[config.mk]
export PLATFORM = sky130hd
export DESIGN_NAME = rr_burst_arbiter
export DESIGN_NICKNAME = d
export VERILOG_FILES = /design/src/rtl/rr_burst_arbiter.sv
export SDC_FILE = /design/constraint.sdc
export NUM_CORES = 1
export LEC_CHECK = 0
export ABC_CLOCK_PERIOD_IN_PS = 2500
export BUFFER_PORTS_ARGS = -buffer_cell sky130_fd_sc_hd__buf_2
export CORE_MARGIN = 2
export CORE_UTILIZATION = 40
export DETAILED_ROUTE_END_ITERATION = 16
export PLACE_DENSITY = 0.76
export SYNTH_ARGS = -nofsm -noshare
export SYNTH_HDL_FRONTEND = slang
export SYNTH_SLANG_ARGS = --single-unit
[constraint.sdc]
create_clock -name clk -period 2.5 [get_ports clk]
set_input_delay 0.75 -clock clk [delete_from_list [all_inputs] [get_ports clk]]
set_output_delay 0.75 -clock clk [all_outputs]
set_load 0.005 [all_outputs]
[src/rtl/rr_burst_arbiter.sv]
// Round-robin burst arbiter: one registered one-hot grant shared by N requesters,
// released on last beat, dropped request, or hold watchdog expiry.
//
// state   | meaning
// --------+-------------------------------------------------------------
// ST_IDLE | no owner, gnt is zero, arbitrating every cycle from ptr
// ST_OWN  | gnt_id owns the resource, hold_cnt counts granted cycles
module rr_burst_arbiter #(
    parameter int N        = 4,
    parameter int MAX_HOLD = 16,
    parameter int IDW      = 2
) (
    input  logic           clk,
    input  logic           rst_n,
    input  logic [N-1:0]   req,
    input  logic [N-1:0]   last,
    output logic [N-1:0]   gnt,
    output logic [IDW-1:0] gnt_id,
    output logic           busy,
    output logic           timeout
);

    localparam int HCW = (MAX_HOLD > 0) ? $clog2(MAX_HOLD + 1) : 1;
    localparam logic [HCW-1:0] HOLD_LAST = (MAX_HOLD > 0) ? HCW'(MAX_HOLD - 1) : '0;
    localparam logic [IDW-1:0] LAST_IDX  = IDW'(N - 1);

    typedef enum logic {
        ST_IDLE,
        ST_OWN
    } state_t;

    state_t         state_q, state_d;
    logic [N-1:0]   gnt_q, gnt_d;
    logic [IDW-1:0] gnt_id_q, gnt_id_d;
    logic [IDW-1:0] ptr_q, ptr_d;
    logic [HCW-1:0] hold_cnt_q, hold_cnt_d;
    logic           timeout_q, timeout_d;

    logic           own_req;
    logic           own_last;
    logic           wd_hit;
    logic           rel;
    logic           arbitrate;
    logic [IDW-1:0] arb_ptr;
    logic [IDW:0]   win;

    // Returns {found, index} of the first set request at or after p, wrapping at N.
    function automatic logic [IDW:0] pick(input logic [N-1:0] r, input logic [IDW-1:0] p);
        logic [IDW:0] res;
        int           j;
        res = '0;
        for (int i = N - 1; i >= 0; i--) begin
            j = int'(p) + i;
            if (j >= N) j = j - N;
            if (r[j]) res = {1'b1, IDW'(j)};
        end
        return res;
    endfunction

    assign own_req  = req[gnt_id_q];
    assign own_last = last[gnt_id_q];
    assign wd_hit   = (MAX_HOLD != 0) && (hold_cnt_q == HOLD_LAST);

    always_comb begin
        state_d    = state_q;
        gnt_d      = gnt_q;
        gnt_id_d   = gnt_id_q;
        ptr_d      = ptr_q;
        hold_cnt_d = hold_cnt_q;
        timeout_d  = 1'b0;
        rel        = 1'b0;
        arbitrate  = 1'b0;
        arb_ptr    = ptr_q;
        win        = '0;

        case (state_q)
            ST_IDLE: begin
                hold_cnt_d = '0;
                arbitrate  = 1'b1;
            end
            ST_OWN: begin
                rel = ~own_req | own_last | wd_hit;
                if (!rel) begin
                    hold_cnt_d = (MAX_HOLD != 0) ? hold_cnt_q + HCW'(1) : '0;
                end else begin
                    // Only a pure watchdog expiry is flagged; last or a dropped req wins.
                    timeout_d = wd_hit & own_req & ~own_last;
                    arb_ptr   = (gnt_id_q == LAST_IDX) ? '0 : gnt_id_q + IDW'(1);
                    ptr_d     = arb_ptr;
                    arbitrate = 1'b1;
                end
            end
            default: begin
                state_d = ST_IDLE;
                gnt_d   = '0;
            end
        endcase

        if (arbitrate) begin
            win        = pick(req, arb_ptr);
            hold_cnt_d = '0;
            if (win[IDW]) begin
                state_d  = ST_OWN;
                gnt_d    = N'(1) << win[IDW-1:0];
                gnt_id_d = win[IDW-1:0];
            end else begin
                state_d = ST_IDLE;
                gnt_d   = '0;
            end
        end
    end

    always_ff @(posedge clk or negedge rst_n) begin
        if (!rst_n) begin
            state_q    <= ST_IDLE;
            gnt_q      <= '0;
            gnt_id_q   <= '0;
            ptr_q      <= '0;
            hold_cnt_q <= '0;
            timeout_q  <= 1'b0;
        end else begin
            state_q    <= state_d;
            gnt_q      <= gnt_d;
            gnt_id_q   <= gnt_id_d;
            ptr_q      <= ptr_d;
            hold_cnt_q <= hold_cnt_d;
            timeout_q  <= timeout_d;
        end
    end

    assign gnt     = gnt_q;
    assign gnt_id  = gnt_id_q;
    assign busy    = |gnt_q;
    assign timeout = timeout_q;

endmodule

==> impl_metrics.toml, run 1 <==
[run_status]
status = "complete, no violations"

[timing]
tightest_slew_ns = 0.357
setup_tns_ns = 0
setup_ws_ns = 0.0833
rsz0062_at_grt = "false"
post-route-min-period_ns = 2.42
finalHoldViolations = 0
fin_skew_ns = 0.00434
maxSlewViolCount = 0
maxSlewHeadroom_pct = 76.1
fin_crit_sh_pct = 96.7
setup_viol = 0
fmax_ghz = 0.414

[layout]
diodes = 0
instances_no_fill = 145
area_growth_pct = 31.4
nets = 132
seqCellArea_um2 = 375
multi_input_area_um2 = 488
fillers = 156
drive_above_1_share_pct = 41.5

[yosys]
synth_cell_types = 35
synth_area_per_cell_um2 = 10.2
syn_nets = 97
ys_ff_latch = 15
ys_warn_count = 0
syn_inst = 84
synth-seq-area-share_pct = 44.0
syn_area_um2 = 853

[floorplanning]
dieArea_um2 = 2520
dieHeight_um = 50.2
core_area_um2 = 1980
io_pins = 18
die_w_um = 50.2
num_rows = 16
start_util_pct = 43.1

[routing]
finalWirelength_mm = 1.91
viasPerCell = 5.26
avgRoutedWirePerCell_um = 13.2
drc = 0
drtPass1Iterations = 4
drt_iter0_drc = 20
final_antenna_net_count = 0
vias = 763

[power]
p_leak_nw = 0.550
power.density_nw_per_um2 = 1050
swShare_pct = 40.0
clkPwrFrac_pct = 11.6
comb_power_share_pct = 55.0
ir_drop_v = 0.000584
total_power_mw = 1.17
p_seq_share_pct = 33.4
p_sw_mw = 0.469
intPower_mw = 0.704

[grt]
antenna_found_initial = 0
grt_pass1_vias = 763
grt_max_degree = 16
grt-ovfl-total = 0
grt_pass1_wl_mm = 3.29
grt_use_total_pct = 17.1

[place]
pre_cts_slack_ns = -0.197
dp_hpwl_mm = 1.46
portBuffers = 17
finalWeightedCongestion = 0.838
dp_cells = 141

[critical_path]
crit_cells = 8
crit_fanout = 3
crit_arrival_ns = 2.58
worstReg2RegStart = "hold_cnt_q[0]"
endpoint_kind = "flop"
rrSetupSlack_ns = 0.10
crit_chain = "buf_2, nor2b_1, mux4_2, a21bo_4, mux2i_1, a2111o_1, a21oi_2, nor3_1"
critPathKind = "in2reg"
critPathBufInv = 1
start_kind = "input port"
max_stage_delay_ns = 0.50
timing.rr.end = "gnt[0]"
worst-endpoint-required_ns = 2.67
path_delay_family = "compound AO/OA/AOI/OAI gates"
reg2reg_depth = 9
crit_slowest_cell = "mux4_2"

[clocking]
cts.sinks = 15
clk_latency_ns = 0.28
root_buffer = "clkbuf_4"
holdBufCountCts = 0
htree_num_levels = 1
post_cts_buffers = 0
cts_buffer_depth = 2
numCtsBuffers = 3
clk_pin_slew_ns = 0.08
cts_tree = "done"

[min_path]
hold_path_class = "in2async"

[flow_run]
maxCapViolCount = 0
==> routing by layer <==
layer  vias to the layer above  global-route usage, %  wire [um]
met2                        18                   28.9        957
met4                         0                   2.78          0
met3                         0                   5.36         94
met1                       374                   21.6        856
li1                        371                      -          -
met5                         -                      0          0
==> metrics by stage <==
stage | cell area (um^2) | utilization, % | hold WS [ns]
2_1_floorplan | 863 | - | 0.433
3_3_place_gp | 1080 | 54.5 | 0.447
3_5_place_dp | 1080 | 54.5 | 0.446
4_1_cts | 1110 | 56.1 | 0.352
5_1_grt | 1120 | 56.6 | 0.354
6_report | 1120 | 56.6 | 0.350
==> logic make-up (layout without fill, tap and decap cells) <==
family / Yosys count / count (layout) / share of synthesized area (%)
DFF: 15 / 15 / 44.0
buffers and inverters: 4 / 38 / 1.76
muxes: 3 / 3 / 4.99
adders and majority gates: 3 / 3 / 4.40
and+or+nand+nor: 42 / 42 / 26.8
AOI/OAI and AO/OA: 15 / 15 / 16.0
xor gates and xnor gates: 2 / 2 / 2.05
==> power groups by stage <==
stage	Sequential, mW	Clock, mW	Combinational (mW)
2_1_floorplan	0.381	0	0.388
3_3_place_gp	0.390	0	0.600
3_5_place_dp	0.393	0	0.607
4_1_cts	0.389	0.142	0.620
5_1_grt	0.398	0.158	0.700
6_report	0.391	0.136	0.644
==> cell usage in the layout, fill, tap and decap left out, drive strengths merged <==
cell     n
a2111o   2
a21bo    1
a21o     1
a21oi    5
a22o     1
a31o     1
a31oi    1
and2     1
and3     3
and3b    1
buf     30
clkbuf   4
dfrtp   15
ha       3
inv      4
mux2i    2
mux4     1
nand2    8
nand2b   1
nand3    5
nand4b   1
nor2    10
nor2b    5
nor3     2
nor3b    1
o21ai    1
o221ai   1
o31ai    1
or2b     1
or3      1
or4      1
or4b     1
xnor2    1
xor2     1
==> cell usage after synthesis <==
| library cell | number | share of area, % |
|---|---|---|
| and3_2 | 2 | 1.8 |
| or3_4 | 1 | 1.3 |
| o21ai_0 | 1 | 0.59 |
| nand3_1 | 5 | 2.9 |
| and2_1 | 1 | 0.73 |
| nor3b_1 | 1 | 0.88 |
| nor3_1 | 2 | 1.2 |
| nand2_1 | 8 | 3.5 |
| a21oi_1 | 3 | 1.8 |
| a21oi_2 | 1 | 1.0 |
| xnor2_1 | 1 | 1.0 |
| and3_1 | 1 | 0.73 |
| a31o_2 | 1 | 1.0 |
| mux2i_1 | 2 | 2.3 |
| a21bo_4 | 1 | 1.9 |
| and3b_1 | 1 | 1.0 |
| nor2b_1 | 5 | 3.7 |
| nand4b_1 | 1 | 1.0 |
| dfrtp_1 | 15 | 44 |
| a22o_1 | 1 | 1.0 |
| mux4_2 | 1 | 2.6 |
| or4b_2 | 1 | 1.2 |
| inv_1 | 4 | 1.8 |
| a21o_1 | 1 | 0.88 |
| or2b_1 | 1 | 0.88 |
| a2111o_1 | 2 | 2.6 |
| o221ai_1 | 1 | 1.0 |
| nand2b_1 | 1 | 0.73 |
| a31oi_1 | 1 | 0.73 |
| o31ai_2 | 1 | 1.5 |
| a21oi_4 | 1 | 1.9 |
| or4_1 | 1 | 0.88 |
| ha_1 | 3 | 4.4 |
| xor2_1 | 1 | 1.0 |
| nor2_1 | 10 | 4.4 |
==> worst max path at each step <==
stage	startpoint	end	slack (ns)
after floorplan	req[3]	gnt[1]	0.001
after global placement	req[3]	gnt[1]	-0.16
after detailed placement	req[3]	gnt[3]	-0.20
after CTS	hold_cnt_q[0]	gnt[3]	0.08
after global routing	hold_cnt_q[0]	gnt[0]	0.001
final	req[3]	gnt[0]	0.08
==> state kept, by name, summed over array words and instances (netlist names) <==
register,flops
hold_cnt_q,5
gnt,4
gnt_id,2
ptr_q,2
state_q,1
timeout,1
==> final cells by class <==
cell class	instances	area share (%)
clock buffers	4	2.34
flip-flops and latches	15	33.5
repair buffers	30	16.3
inverters	4	1.34
well taps	27	3.01
multi-input cells	65	43.5
==> timing repair <==
item                                    4_1_cts  5_1_grt
endpoints found under the setup margin        1        3
resized for setup                             1        3
cloned                                        0        0
pin swaps                                     0        2
(Power assumes the default switching activity.)
==> inputs of run 2 (changes only) <==
CORE_UTILIZATION = 47   (was 40)
PLACE_DENSITY = 0.85   (was 0.76)
==> run 2 against run 1 <==
Compared with the run above:
- non-clock buffer count is 1 higher
- count of clock-buffer cells in the layout is 1 lower
- critical endpoint is now gnt[2]
- clock power is 4% higher
- global-route usage is 4.4 points higher
- critical path type unchanged
==> impl_metrics.toml, run 2 (synthesis gave the netlist of run 1 again) <==
[layout]
layout_commonest_cell = "buf_2"
drive_above_1_share_pct = 42.0
instances_no_fill = 144
finalInstanceArea_um2 = 1130
area_growth_pct = 32.1
final_core_util_pct = 66.0
nets = 133
diodes = 0
largest_register_ffs = 5
final_cell_mix = "17 x buf_2, 15 x dfrtp_1, 14 x buf_4"
top_register = "hold_cnt_q"

[critical_path]
worstReg2RegStart = "hold_cnt_q[0]"
worst-endpoint-required_ns = 2.69
reg2reg_depth = 11
endpoint_kind = "flop"
rrSetupSlack_ns = 0.10
start_kind = "input port"
timing.rr.end = "gnt[2]"
critPathKind = "in2reg"
crit_fanout = 4
critical_path.endpoint = "gnt[2]"
crit_start = "req[3]"
crit_arrival_ns = 2.60

[timing]
maxSlewHeadroom_pct = 77.4
fmax_ghz = 0.414
tightest_slew_ns = 0.338
post-route-min-period_ns = 2.41
fin_skew_ns = 0.00117
whs_ns = 0.355
finalHoldViolations = 0
maxSlewViolCount = 0
fin_crit_sh_pct = 96.6
setup_viol = 0

[place]
portBuffers = 17
finalWeightedCongestion = 0.881
placed_area_um2 = 1080
dp_cells = 139
dp_hpwl_mm = 1.54

[floorplanning]
core_area_um2 = 1710
io_pins = 18
num_rows = 15
dieArea_um2 = 2170
die_w_um = 46.6
dieHeight_um = 46.6
start_util_pct = 50.0

[clocking]
holdBufCountCts = 0
cts_buffer_depth = 2
htree_num_levels = 1
numCtsBuffers = 3
clk_latency_ns = 0.28
cts.sinks = 15
root_buffer = "clkbuf_4"
clk_pin_slew_ns = 0.10
cts_tree = "done"

[routing]
vias = 762
avgRoutedWirePerCell_um = 14.0
final_antenna_net_count = 0
drtPass1Iterations = 4
drt_iter0_drc = 19
finalWirelength_mm = 2.01
drc = 0
viasPerCell = 5.29

[power]
p_leak_nw = 0.559
power.density_nw_per_um2 = 1050
ir_drop_v = 0.000671

[run_status]
status = "complete, no violations"

[grt]
grt-ovfl-total = 0
grt_pass1_wl_mm = 3.34
grt_pass1_vias = 781
antenna_found_initial = 0
grt_max_degree = 16
grt_use_total_pct = 21.5

[flow_run]
maxCapViolCount = 0

[min_path]
hold_path_class = "in2async"
## run 2: through the flow
stage | worst slack (ns) | setup TNS [ns] | power [mW]
3_5_place_dp | -0.180 | -0.921 | 1.01
4_1_cts | 0.0345 | 0 | 1.15
6_report | 0.0858 | 0 | 1.19
2_1_floorplan | 0.00126 | 0 | 0.768
3_3_place_gp | -0.146 | -0.706 | 0.990
5_1_grt | -0.0601 | -0.0985 | 1.27
## run 2: timing repair
action / CTS / global route
buffers inserted: 0 / 1
endpoints found under the setup margin: 0 / 6
gates resized for setup: 0 / 3
## run 2: power by group
part           switching [mW]  internal [mW]  total (mW)
Clock                  0.0813         0.0593       0.141
Sequential             0.0699          0.315       0.385
Combinational           0.324          0.339       0.663
Total                   0.475          0.713        1.19
## run 2: metal layers
metal,routed length [um],part of all wire (%),up-vias,track usage [%]
met5,0,0,-,0
met4,29,1.4,0,4.44
met3,65,3.2,4,2.35
met2,970,48,12,37.5
met1,944,47,373,28.7
li1,-,-,373,-
## run 2: critical path, stage by stage
cell and delay [ns]:
buf_2 0.10, nor2b_1 0.11, mux4_2 0.50, a21bo_4 0.25, a21oi_4 0.23, mux2i_2 0.31, nor2_1 0.11, o31ai_2 0.24
## run 2: layout make-up
type | count | area [um^2]
Inverter | 4 | 15.0
Clock inverter | 1 | 5.00
Tap cell | 25 | 31.3
Timing Repair Buffer | 31 | 190
Clock buffer | 3 | 22.5
Sequential cell | 15 | 375
Fill cell | 134 | 581
Multi-Input combinational cell | 65 | 488
## run 2: worst min path at each step
stage	from	endpoint	slack [ns]	cells after the start
2_1_floorplan	hold_cnt_q[0]	hold_cnt_q[0]	0.43	1
3_3_place_gp	hold_cnt_q[0]	hold_cnt_q[0]	0.44	1
3_5_place_dp	hold_cnt_q[0]	hold_cnt_q[0]	0.46	1
4_1_cts	rst_n	hold_cnt_q[4]	0.36	1
5_1_grt	rst_n	ptr_q[1]	0.37	1
6_report	rst_n	ptr_q[0]	0.36	1
==> inputs of run 3 (changes only) <==
CORE_UTILIZATION = 50   (was 47)
CTS_BUF_LIST = sky130_fd_sc_hd__clkbuf_4 sky130_fd_sc_hd__clkbuf_8   (was unset)
PLACE_DENSITY = 0.89   (was 0.85)
==> run 3 against run 2 <==
Compared with the run above:
- first-iteration DRC count increased by 21%
- count of clock-buffer cells in the layout increased by 1
- largest power group unchanged
- global-route usage increased by 2.1 points
- sequential power increased by 1%
- utilization increased by 6.1 points
- final cell count decreased by 5.6%
- die area decreased by 5.5%
==> impl_metrics.toml, run 3 (synthesis gave the netlist of run 1 again) <==
[layout]
layout_commonest_cell = "buf_2"
drive_above_1_share_pct = 43.3
area_growth_pct = 31.7
instances_no_fill = 136
final_core_util_pct = 72.1
nets = 134
final_cell_mix = "17 x buf_2, 15 x dfrtp_1, 15 x buf_4"
diodes = 0
largest_register_ffs = 5
top_register = "hold_cnt_q"

[critical_path]
start_kind = "input port"
crit_fanout = 4
worst-endpoint-required_ns = 2.69
max_stage_delay_ns = 0.51
endpoint_kind = "flop"
crit_slowest_cell = "mux4_2"
critPathKind = "in2reg"
timing.rr.end = "gnt[2]"
crit_chain = "buf_2, nor2b_1, mux4_2, buf_4, nand3_1, buf_4, nand3_1, mux2i_2, nor2_1, o31ai_2"
reg2reg_depth = 11
worstReg2RegStart = "hold_cnt_q[0]"
rrSetupSlack_ns = 0.08
crit_arrival_ns = 2.67

[power]
p_seq_share_pct = 31.4
comb_power_share_pct = 56.6
ir_drop_v = 0.000721
clkPwrFrac_pct = 12.0
swShare_pct = 39.5
power.density_nw_per_um2 = 1100
p_sw_mw = 0.489
intPower_mw = 0.748
p_leak_nw = 0.565

[place]
portBuffers = 17
dp_hpwl_mm = 1.62
finalWeightedCongestion = 0.882
dp_cells = 130

[routing]
drtPass1Iterations = 4
final_antenna_net_count = 0
avgRoutedWirePerCell_um = 15.7
finalWirelength_mm = 2.13
drc = 0
vias = 821
drt_iter0_drc = 23
viasPerCell = 6.04

[timing]
setup_tns_ns = 0
maxSlewHeadroom_pct = 75.7
tightest_slew_ns = 0.363
fin_skew_ns = 0.00168
post-route-min-period_ns = 2.48
maxSlewViolCount = 0
fmax_ghz = 0.403
setup_viol = 0
fin_crit_sh_pct = 99.2
finalHoldViolations = 0

[clocking]
htree_num_levels = 1
root_buffer = "clkbuf_4"
numCtsBuffers = 3
clk_pin_slew_ns = 0.08
cts.sinks = 15
cts_buffer_depth = 2
cts_tree = "done"
holdBufCountCts = 0
clk_latency_ns = 0.28

[grt]
grt_max_degree = 16
antenna_found_initial = 0
grt-ovfl-total = 0
grt_pass1_wl_mm = 3.46
grt_use_total_pct = 23.6
grt_pass1_vias = 815

[floorplanning]
dieHeight_um = 45.3
start_util_pct = 54.7
num_rows = 14
dieArea_um2 = 2050
die_w_um = 45.3
io_pins = 18
core_area_um2 = 1560

[run_status]
status = "complete, no violations"

[min_path]
hold_path_class = "in2async"

[flow_run]
maxCapViolCount = 0
run 3: metal layers:
layer | vias to the layer above | track usage [%] | part of all wire, %
met2 | 32 | 40.0 | 51
li1 | 375 | - | -
met3 | 2 | 8.40 | 5.8
met5 | - | 0 | 0
met1 | 412 | 29.0 | 42
met4 | 0 | 4.71 | 0.89
run 3: final cells by class:
cell class	count	area, um^2
inverters	4	15.0
clock buffers	4	30.0
multi-input cells	65	485
fillers	107	435
well taps	16	20.0
repair buffers	32	198
flip-flops and latches	15	375
run 3: how the worst max path moves through the flow:
| stage | start | to | slack [ns] | cells past startpoint |
|---|---|---|---|---|
| final | req[3] | gnt[2] | 0.02 | 10 |
| after global routing | req[3] | gnt[0] | -0.02 | 9 |
| after CTS | hold_cnt_q[0] | gnt[2] | 0.02 | 11 |
| after detailed placement | req[3] | gnt[2] | -0.26 | 10 |
| after global placement | req[3] | gnt[1] | -0.15 | 8 |
| after floorplan | req[3] | gnt[1] | 0.001 | 7 |
run 3: worst max-delay path: cells and delay by family:
| kind | cells | cell delay (ns) |
|---|---|---|
| muxes | 2 | 0.75 |
| buffers and inverters | 3 | 0.43 |
| and+or+nand+nor | 4 | 0.49 |
| AOI/OAI and AO/OA | 1 | 0.24 |
run 3: power groups by stage:
stage / logic [mW] / registers [mW] / clock network (mW)
2_1_floorplan: 0.388 / 0.381 / 0
4_1_cts: 0.681 / 0.388 / 0.152
5_1_grt: 0.751 / 0.397 / 0.161
6_report: 0.700 / 0.389 / 0.149
3_5_place_dp: 0.645 / 0.392 / 0
3_3_place_gp: 0.614 / 0.387 / 0
run 3: what timing repair did:
action,4_1_cts,5_1_grt
gates resized for setup,2,2
setup endpoints to repair,5,5
pin swaps,1,2
setup buffers,1,1
run 3: metrics by stage:
stage                     total power, mW  cell area [um^2]  setup WS, ns  hold WS (ns)
after floorplan                     0.768               863       0.00126         0.433
after global routing                 1.31              1120       -0.0170         0.371
after CTS                            1.22              1110        0.0189         0.357
final                                1.24              1120        0.0206         0.351
after detailed placement             1.04              1070        -0.263         0.516
after global placement               1.00              1070        -0.153         0.500
